File: config.mk
export PLATFORM = sky130hd
export DESIGN_NAME = gs_id_stage
export DESIGN_NICKNAME = d
export VERILOG_FILES = /design/src/rtl/gs_pkg.sv /design/src/rtl/gs_id_decode.sv /design/src/rtl/gs_id_stage.sv
export SDC_FILE = /design/constraint.sdc
export NUM_CORES = 1
export LEC_CHECK = 0
export BUFFER_PORTS_ARGS = -buffer_cell sky130_fd_sc_hd__buf_2
export CAP_MARGIN = 20
export CORE_ASPECT_RATIO = 0.8
export CORE_MARGIN = 2
export CORE_UTILIZATION = 50
export CTS_BUF_LIST = sky130_fd_sc_hd__clkbuf_8
export DETAILED_ROUTE_END_ITERATION = 10
export GPL_ROUTABILITY_DRIVEN = 1
export PLACE_DENSITY = 0.76
export SETUP_SLACK_MARGIN = 0.1
export SLEW_MARGIN = 20
export SYNTH_ARGS = -nofsm -noshare
export SYNTH_HDL_FRONTEND = slang
export SYNTH_SLANG_ARGS = --single-unit
File: constraint.sdc
create_clock -name clk -period 2.3 [get_ports clk]
set_input_delay 0.23 -clock clk [delete_from_list [all_inputs] [get_ports clk]]
set_output_delay 0.23 -clock clk [all_outputs]
set_load 0.02 [all_outputs]
File: src/rtl/gs_pkg.sv
// GoldenSnitch shared types: opcodes, ALU codes, imm kinds,
// decode control bundle and ID-stage storage state.
package gs_pkg;

  localparam int XLEN_P = 32;

  localparam logic [6:0] OPC_OP     = 7'b0110011;
  localparam logic [6:0] OPC_OP_IMM = 7'b0010011;
  localparam logic [6:0] OPC_LOAD   = 7'b0000011;
  localparam logic [6:0] OPC_STORE  = 7'b0100011;
  localparam logic [6:0] OPC_BRANCH = 7'b1100011;
  localparam logic [6:0] OPC_JALR   = 7'b1100111;
  localparam logic [6:0] OPC_JAL    = 7'b1101111;
  localparam logic [6:0] OPC_AUIPC  = 7'b0010111;
  localparam logic [6:0] OPC_LUI    = 7'b0110111;

  localparam logic [3:0] PLUS    = 4'b0000;
  localparam logic [3:0] FORWARD = 4'b1011;

  localparam logic [2:0] IMM_R = 3'd0;
  localparam logic [2:0] IMM_I = 3'd1;
  localparam logic [2:0] IMM_S = 3'd2;
  localparam logic [2:0] IMM_B = 3'd3;
  localparam logic [2:0] IMM_U = 3'd4;
  localparam logic [2:0] IMM_J = 3'd5;

  typedef struct packed {
    logic [2:0]        imm_type;
    logic              pc_to_reg_src;
    logic [3:0]        alu_type;
    logic              b_type;
    logic [1:0]        pc_src;
    logic              mem_write;
    logic              mem_read;
    logic              rd_src;
    logic              alu_src;
    logic              reg_write;
    logic [2:0]        data_size;
    logic [XLEN_P-1:0] imm;
    logic [4:0]        rs1;
    logic [4:0]        rs2;
    logic [4:0]        rd;
    logic              muldiv;
  } gs_ctrl_t;

  typedef struct packed {
    gs_ctrl_t          ctrl;
    logic              illegal;
    logic [XLEN_P-1:0] pc;
  } gs_id_bundle_t;

  typedef enum logic [1:0] {
    EMPTY = 2'd0,
    FULL  = 2'd1,
    SKID  = 2'd2
  } gs_id_state_e;

endpackage

File: src/rtl/gs_id_decode.sv
// Combinational RV32I(+M) decoder: instr -> gs_ctrl_t, illegal.
// Ports: instr (in 32), ctrl (out gs_ctrl_t), illegal (out 1).
module gs_id_decode
  import gs_pkg::*;
#(
  parameter bit EN_M = 1'b0
) (
  input  logic [31:0] instr,
  output gs_ctrl_t    ctrl,
  output logic        illegal
);

  logic [6:0]  opc;
  logic [2:0]  f3;
  logic [6:0]  f7;
  logic [31:0] imm_i;
  logic [31:0] imm_s;
  logic [31:0] imm_b;
  logic [31:0] imm_u;
  logic [31:0] imm_j;

  assign opc = instr[6:0];
  assign f3  = instr[14:12];
  assign f7  = instr[31:25];

  assign imm_i = {{20{instr[31]}}, instr[31:20]};
  assign imm_s = {{20{instr[31]}}, instr[31:25],
                  instr[11:7]};
  assign imm_b = {{19{instr[31]}}, instr[31], instr[7],
                  instr[30:25], instr[11:8], 1'b0};
  assign imm_u = {instr[31:12], 12'b0};
  assign imm_j = {{11{instr[31]}}, instr[31],
                  instr[19:12], instr[20],
                  instr[30:21], 1'b0};

  always_comb begin
    ctrl    = '0;
    illegal = 1'b0;
    ctrl.rs1 = instr[19:15];
    ctrl.rs2 = instr[24:20];
    ctrl.rd  = instr[11:7];
    unique case (1'b1)
      (opc == OPC_OP): begin
        ctrl.alu_type  = {f7[5], f3};
        ctrl.reg_write = 1'b1;
        if (EN_M && f7 == 7'b0000001)
          ctrl.muldiv = 1'b1;
        else if (f7 != 7'b0000000 &&
                 f7 != 7'b0100000)
          illegal = 1'b1;
      end
      (opc == OPC_OP_IMM): begin
        ctrl.imm_type  = IMM_I;
        ctrl.imm       = imm_i;
        ctrl.alu_src   = 1'b1;
        ctrl.reg_write = 1'b1;
        ctrl.alu_type  = (f3 == 3'b101) ?
                         {f7[5], f3} : {1'b0, f3};
      end
      (opc == OPC_LOAD): begin
        ctrl.imm_type  = IMM_I;
        ctrl.imm       = imm_i;
        ctrl.alu_src   = 1'b1;
        ctrl.alu_type  = PLUS;
        ctrl.mem_read  = 1'b1;
        ctrl.reg_write = 1'b1;
        ctrl.data_size = f3;
        if (f3 == 3'b011 || f3 == 3'b110 ||
            f3 == 3'b111)
          illegal = 1'b1;
      end
      (opc == OPC_STORE): begin
        ctrl.imm_type  = IMM_S;
        ctrl.imm       = imm_s;
        ctrl.alu_src   = 1'b1;
        ctrl.alu_type  = PLUS;
        ctrl.mem_write = 1'b1;
        ctrl.data_size = f3;
        if (f3 > 3'b010)
          illegal = 1'b1;
      end
      (opc == OPC_BRANCH): begin
        ctrl.imm_type = IMM_B;
        ctrl.imm      = imm_b;
        ctrl.alu_type = {1'b1, f3};
        ctrl.b_type   = 1'b1;
        ctrl.pc_src   = 2'b11;
        if (f3 == 3'b010 || f3 == 3'b011)
          illegal = 1'b1;
      end
      (opc == OPC_JALR): begin
        ctrl.imm_type  = IMM_I;
        ctrl.imm       = imm_i;
        ctrl.alu_src   = 1'b1;
        ctrl.alu_type  = PLUS;
        ctrl.pc_src    = 2'b10;
        ctrl.rd_src    = 1'b1;
        ctrl.reg_write = 1'b1;
      end
      (opc == OPC_JAL): begin
        ctrl.imm_type  = IMM_J;
        ctrl.imm       = imm_j;
        ctrl.alu_type  = PLUS;
        ctrl.pc_src    = 2'b01;
        ctrl.rd_src    = 1'b1;
        ctrl.reg_write = 1'b1;
      end
      (opc == OPC_AUIPC): begin
        ctrl.imm_type      = IMM_U;
        ctrl.imm           = imm_u;
        ctrl.alu_type      = FORWARD;
        ctrl.rd_src        = 1'b1;
        ctrl.pc_to_reg_src = 1'b1;
        ctrl.reg_write     = 1'b1;
      end
      (opc == OPC_LUI): begin
        ctrl.imm_type  = IMM_U;
        ctrl.imm       = imm_u;
        ctrl.alu_type  = FORWARD;
        ctrl.rd_src    = 1'b1;
        ctrl.reg_write = 1'b1;
      end
      default: illegal = 1'b1;
    endcase
    if (instr[1:0] != 2'b11)
      illegal = 1'b1;
    // Illegal words still travel so the trap sees
    // their PC, but must have no side effects.
    if (illegal) begin
      ctrl.reg_write = 1'b0;
      ctrl.mem_write = 1'b0;
      ctrl.mem_read  = 1'b0;
      ctrl.pc_src    = 2'b00;
      ctrl.b_type    = 1'b0;
      ctrl.muldiv    = 1'b0;
    end
  end

endmodule

File: src/rtl/gs_id_stage.sv
// Registered ID stage: decode + output reg + 1-entry skid,
// valid/ready in and out, flush, saturating illegal counter.
module gs_id_stage
  import gs_pkg::*;
#(
  parameter int XLEN  = 32,
  parameter bit EN_M  = 1'b0,
  parameter int CNT_W = 16
) (
  input  logic             clk,
  input  logic             rst,
  input  logic             flush_i,
  input  logic             in_valid_i,
  output logic             in_ready_o,
  input  logic [31:0]      instr_i,
  input  logic [XLEN-1:0]  pc_i,
  output logic             out_valid_o,
  input  logic             out_ready_i,
  output logic [XLEN-1:0]  pc_o,
  output logic [2:0]       ImmType,
  output logic             PCtoRegSrc,
  output logic [3:0]       ALUType,
  output logic             BType,
  output logic [1:0]       PCSrc,
  output logic             MemWrite,
  output logic             MemRead,
  output logic             RDSrc,
  output logic             ALUSrc,
  output logic             RegWrite,
  output logic [2:0]       DataSize,
  output logic [XLEN-1:0]  imm,
  output logic [4:0]       rs1_addr,
  output logic [4:0]       rs2_addr,
  output logic [4:0]       rd_addr,
  output logic             muldiv_o,
  output logic             illegal_o,
  output logic [CNT_W-1:0] illegal_cnt_o
);

  gs_id_state_e  state;
  gs_id_state_e  state_n;
  gs_id_bundle_t dec_b;
  gs_id_bundle_t out_q;
  gs_id_bundle_t skid_q;
  gs_ctrl_t      dec_ctrl;
  logic          dec_ill;
  logic          rdy_q;
  logic          push;
  logic          pop;
  logic          load_out;
  logic          from_skid;
  logic          load_skid;
  logic [CNT_W-1:0] cnt_q;

  gs_id_decode #(.EN_M(EN_M)) u_dec (
    .instr   (instr_i),
    .ctrl    (dec_ctrl),
    .illegal (dec_ill)
  );

  assign dec_b.ctrl    = dec_ctrl;
  assign dec_b.illegal = dec_ill;
  assign dec_b.pc      = pc_i;

  assign out_valid_o = (state != EMPTY);
  assign in_ready_o  = rdy_q;
  assign push        = in_valid_i & rdy_q;
  assign pop         = out_valid_o & out_ready_i;

  always_comb begin
    state_n   = state;
    load_out  = 1'b0;
    from_skid = 1'b0;
    load_skid = 1'b0;
    if (flush_i) begin
      state_n = EMPTY;
    end else begin
      unique case (state)
        EMPTY: if (push) begin
          load_out = 1'b1;
          state_n  = FULL;
        end
        FULL: begin
          if (push && pop) begin
            load_out = 1'b1;
          end else if (push) begin
            load_skid = 1'b1;
            state_n   = SKID;
          end else if (pop) begin
            state_n = EMPTY;
          end
        end
        SKID: if (pop) begin
          load_out  = 1'b1;
          from_skid = 1'b1;
          state_n   = FULL;
        end
        default: state_n = EMPTY;
      endcase
    end
  end

  always_ff @(posedge clk or negedge rst) begin
    if (!rst) begin
      state  <= EMPTY;
      rdy_q  <= 1'b1;
      out_q  <= '0;
      skid_q <= '0;
      cnt_q  <= '0;
    end else begin
      state <= state_n;
      rdy_q <= (state_n != SKID);
      if (load_out)
        out_q <= from_skid ? skid_q : dec_b;
      if (load_skid)
        skid_q <= dec_b;
      // A handshake that coincides with flush
      // still completed, so it is counted.
      if (pop && out_q.illegal && cnt_q != '1)
        cnt_q <= cnt_q + 1'b1;
    end
  end

  assign pc_o          = out_q.pc;
  assign ImmType       = out_q.ctrl.imm_type;
  assign PCtoRegSrc    = out_q.ctrl.pc_to_reg_src;
  assign ALUType       = out_q.ctrl.alu_type;
  assign BType         = out_q.ctrl.b_type;
  assign PCSrc         = out_q.ctrl.pc_src;
  assign MemWrite      = out_q.ctrl.mem_write;
  assign MemRead       = out_q.ctrl.mem_read;
  assign RDSrc         = out_q.ctrl.rd_src;
  assign ALUSrc        = out_q.ctrl.alu_src;
  assign RegWrite      = out_q.ctrl.reg_write;
  assign DataSize      = out_q.ctrl.data_size;
  assign imm           = out_q.ctrl.imm;
  assign rs1_addr      = out_q.ctrl.rs1;
  assign rs2_addr      = out_q.ctrl.rs2;
  assign rd_addr       = out_q.ctrl.rd;
  assign muldiv_o      = out_q.ctrl.muldiv;
  assign illegal_o     = out_q.illegal;
  assign illegal_cnt_o = cnt_q;

endmodule

==> flow_summary_export.csv <==
group,metric,value,unit
status,outcome,"finished clean",
setup_path,reg2reg_slack,0.25,ns
power_and_ir_drop,power_density,866.4,nW/um^2
setup_path,critPathSlowestCell,"nor4_2",
synthesis,yosys_warnings,0,
floorplan,rows,44,
floorplan,io_pins,187,
placement,io_buffer_count,185,
sta,maxSlewViolCount,0,
synthesis,synth_edf_count,0,
clock_network,cts-htree-levels,2,
clock_network,postCtsSetupBuffers,0,
route,via_count,8472,
synthesis,synth-async-reset-ratio,1.000,
sta,finalWorstSetupSlack,0.1888,ns
setup_path,r2r-start,"in_ready_o",
power_and_ir_drop,p_total,10.33,mW
route,first_pass_iters,5,
global_route,grt_max_degree,66,
final_layout,drive_gt1_frac,0.2250,
clock_network,clk_latency,0.52,ns
route,routedWlPerCell,17.27,um
synthesis,synthTopCellsByArea,"dfrtp_1 (58%), nand2_1 (13%), a31oi_1 (4.2%)",
synthesis,avgSynthCellArea,9.167,sq um
hold_path,min_to,"skid_q[81]",
final_layout,postLayoutCellArea,11930,sq um
global_route,grt-ovfl-total,0,
placement,pre_cts_ws,0.2180,ns
power_and_ir_drop,leakage,5.821,nW
sta,finalSetupTns,0,ns
hold_path,min_path_type,"primary input to flip-flop",
synthesis,seq_area_frac_synth,0.5843,
setup_path,worst-setup-path-type,"primary input to flip-flop",
global_route,grt_pass1_vias,8025,
floorplan,coreArea,18170,sq um
route,antenna_left,0,
floorplan,die_h,126.0,um
final_layout,seqCellArea,5431,sq um
final_layout,diodes,0,
sta,slew_headroom,0.4041,
global_route,grt_pass1_wl,41.95,mm
synthesis,syn_inst,1014,
sta,fin_skew,0.02049,ns
hold_path,min_from,"instr_i[12]",
sta,tightest_slew,0.8906,ns
final_layout,multi_input_area,3575,sq um
setup_path,rr_worst_depth,7,
synthesis,synth_top_area_cell,"dfrtp_1",
global_route,grtUsageTotal,0.2666,
setup_path,path_buf_inv,2,
clock_network,clkTransAtPathRegs,0.06,ns
setup_path,critical_path_arrival,2.57,ns
hold_path,min_delay_path_depth,3,
setup_path,crit_family,"simple AND/OR/NAND/NOR gates",
setup_path,crit_path_start_kind,"primary input",
setup_path,crit_chain,"dlygate4sd3_1 > buf_2 > or4_4 > nor3_2 > nor4b_1 > nor4_2 > a32o_1",
sta,fmax,473.7,MHz
floorplan,die_w,156.4,um
floorplan,die_area,19700,sq um
route,wirelength,26.08,mm
synthesis,yosysUniqueCellTypes,58,
global_route,antenna_found_initial,0,
clock_network,cts_buffers,37,
synthesis,synth_seq_cells,217,
clock_network,cts_tree,"yes",
route,vias_per_cell,5.611,
setup_path,cpPeakStageDelay,0.57,ns
final_layout,fin_cells,1510,
sta,period_share,0.9179,
placement,dp_hpwl,17.06,mm
setup_path,r2r_end,"rd_addr[1]",
final_layout,fillerInstances,1475,
power_and_ir_drop,ir_drop,454.0,uV
clock_network,cts.sink_count,217,
placement,gp_congestion,0.9453,
sta,hold_viol,0,
setup_path,crit_path_max_fanout,7,
setup_path,end_kind,"flip-flop",
flow_run,timing.max_cap.violations,0,
clock_network,max-clock-path-buffers,3,
floorplan,initial_core_util,0.5116,
route,route.detailed.drc,0,
final_layout,fin_nets,1326,
synthesis,synthFlopType,"dfrtp_1",
final_layout,syn_to_final_growth,28.31,%
synthesis,synth_nets,1084,
setup_path,worstPathRequired,2.76,ns
clock_network,root_buffer,"clkbuf_8",
sta,fin_crit,2.111,ns
synthesis,syn-cell-area,9295,sq um
route,first_iter_violations,786,
synthesis,synth_top_area_share,0.5815,
sta,rsz0062_at_grt,"false",
placement,place_inst,1395,
sta,setup_viol,0,
placement,placed_area,10680,sq um
-- logic make-up after synthesis --
group                    after synthesis  synth area share
multiplexers                           1          0.001211
adder cells (fa/ha/maj)                1          0.001346
AO/OA/AOI/OAI                        223            0.1516
XOR/XNOR                              15           0.01413
AND/OR/NAND/NOR                      474            0.2116
flip-flops                           217            0.5843
buffers and inverters                 82           0.03540
other                                  1         0.0004034
-- tightest hold or removal path, cell delays in order --
cell and delay (ns):
buf_2 0.15, nand3_1 0.08, nand2_1 0.04
-- cells in the mapped netlist (6+ instances only) --
library cell and count:
a21oi_1 56, a222oi_1 6, a22o_1 9, a22oi_1 10, a31oi_1 63, buf_1 8, buf_2 11, clkbuf_1 48
dfrtp_1 216, inv_1 12, nand2_1 313, nand3_1 17, nor2_1 97, nor3_1 6, o21ai_0 7, o21ai_1 24
o22ai_1 24, xnor2_1 12
-- sequential cells by signal, summed over array words and instances (netlist names), 2 cells and up --
name,flops
state,2
rs1_addr,5
pc_o,32
DataSize,3
imm,32
ALUType,4
rs2_addr,5
ImmType,3
PCSrc,2
illegal_cnt_o,16
rd_addr,5
skid_q,99
-- layout make-up --
class | instances | area share
multi-input cells | 715 | 0.2997
clock inverters | 15 | 0.005560
repair buffers | 272 | 0.1557
well taps | 230 | 0.02413
clock buffers | 48 | 0.05539
inverters | 13 | 0.004091
flip-flops and latches | 217 | 0.4554
-- placed cells by master (no fill, tap or decap), types with 3 or more instances in the layout --
cell type,instances
buf_2,184
nand3_1,16
xnor2_1,12
o22ai_1,24
dlygate4sd3_1,52
o21ai_0,7
a22oi_1,10
dfrtp_1,216
and2_1,3
a32o_1,3
inv_1,24
nor2b_1,3
and3_1,3
xor2_1,3
buf_4,24
a21oi_1,55
buf_12,11
nand2_1,313
nor3_1,6
a222oi_1,6
o211ai_1,3
nor2_1,96
a31oi_1,63
a22o_1,9
nand3b_1,3
and4_1,3
o21ai_1,24
nand4_1,5
and3b_1,5
clkbuf_8,48
-- timing repair --
| action | CTS | global route |
|---|---|---|
| hold buffers | 52 | 0 |
| hold endpoints to repair | 164 | 0 |
| endpoints found under the setup margin | 0 | 4 |
| resized for setup | 0 | 1 |
-- where the power goes --
group | switching [mW] | internal [mW] | total (mW) | leakage (nW)
combinational | 1.23 | 0.778 | 2.01 | 2.70
sequential | 0.422 | 4.51 | 4.93 | 2.70
clock | 1.53 | 1.86 | 3.39 | 0.417
total | 3.18 | 7.15 | 10.3 | 5.82
-- worst max-delay path by stage --
stage / to / from / slack (ns) / cells after the start
after floorplan: DataSize[0] / in_ready_o / 0.40 / 6
after detailed placement: imm[0] / in_ready_o / 0.22 / 6
after global placement: skid_q[87] / instr_i[27] / 0.30 / 6
after CTS: imm[31] / in_ready_o / 0.21 / 6
after global routing: rs2_addr[2] / in_ready_o / 0.10 / 7
final: skid_q[87] / instr_i[27] / 0.19 / 7
-- metal layers --
metal / vias to the layer above / wire [um] / track usage
met2: 373 / 11660 / 0.4014
met1: 4091 / 11510 / 0.3859
met5: - / 0 / 0
met4: 0 / 559 / 0.07933
met3: 57 / 2349 / 0.06607
li1: 3951 / - / -
-- through the flow --
| step | utilization | hold slack, ns |
|---|---|---|
| 6_report | 0.6565 | 0.02293 |
| 5_1_grt | 0.6565 | 0.01698 |
| 4_1_cts | 0.6564 | 0.005949 |
| 3_5_place_dp | 0.5877 | 0.2141 |
| 3_3_place_gp | 0.5877 | 0.2140 |
| 2_1_floorplan | - | -0.06559 |
Note: power is estimated with default switching activity, not from simulation.
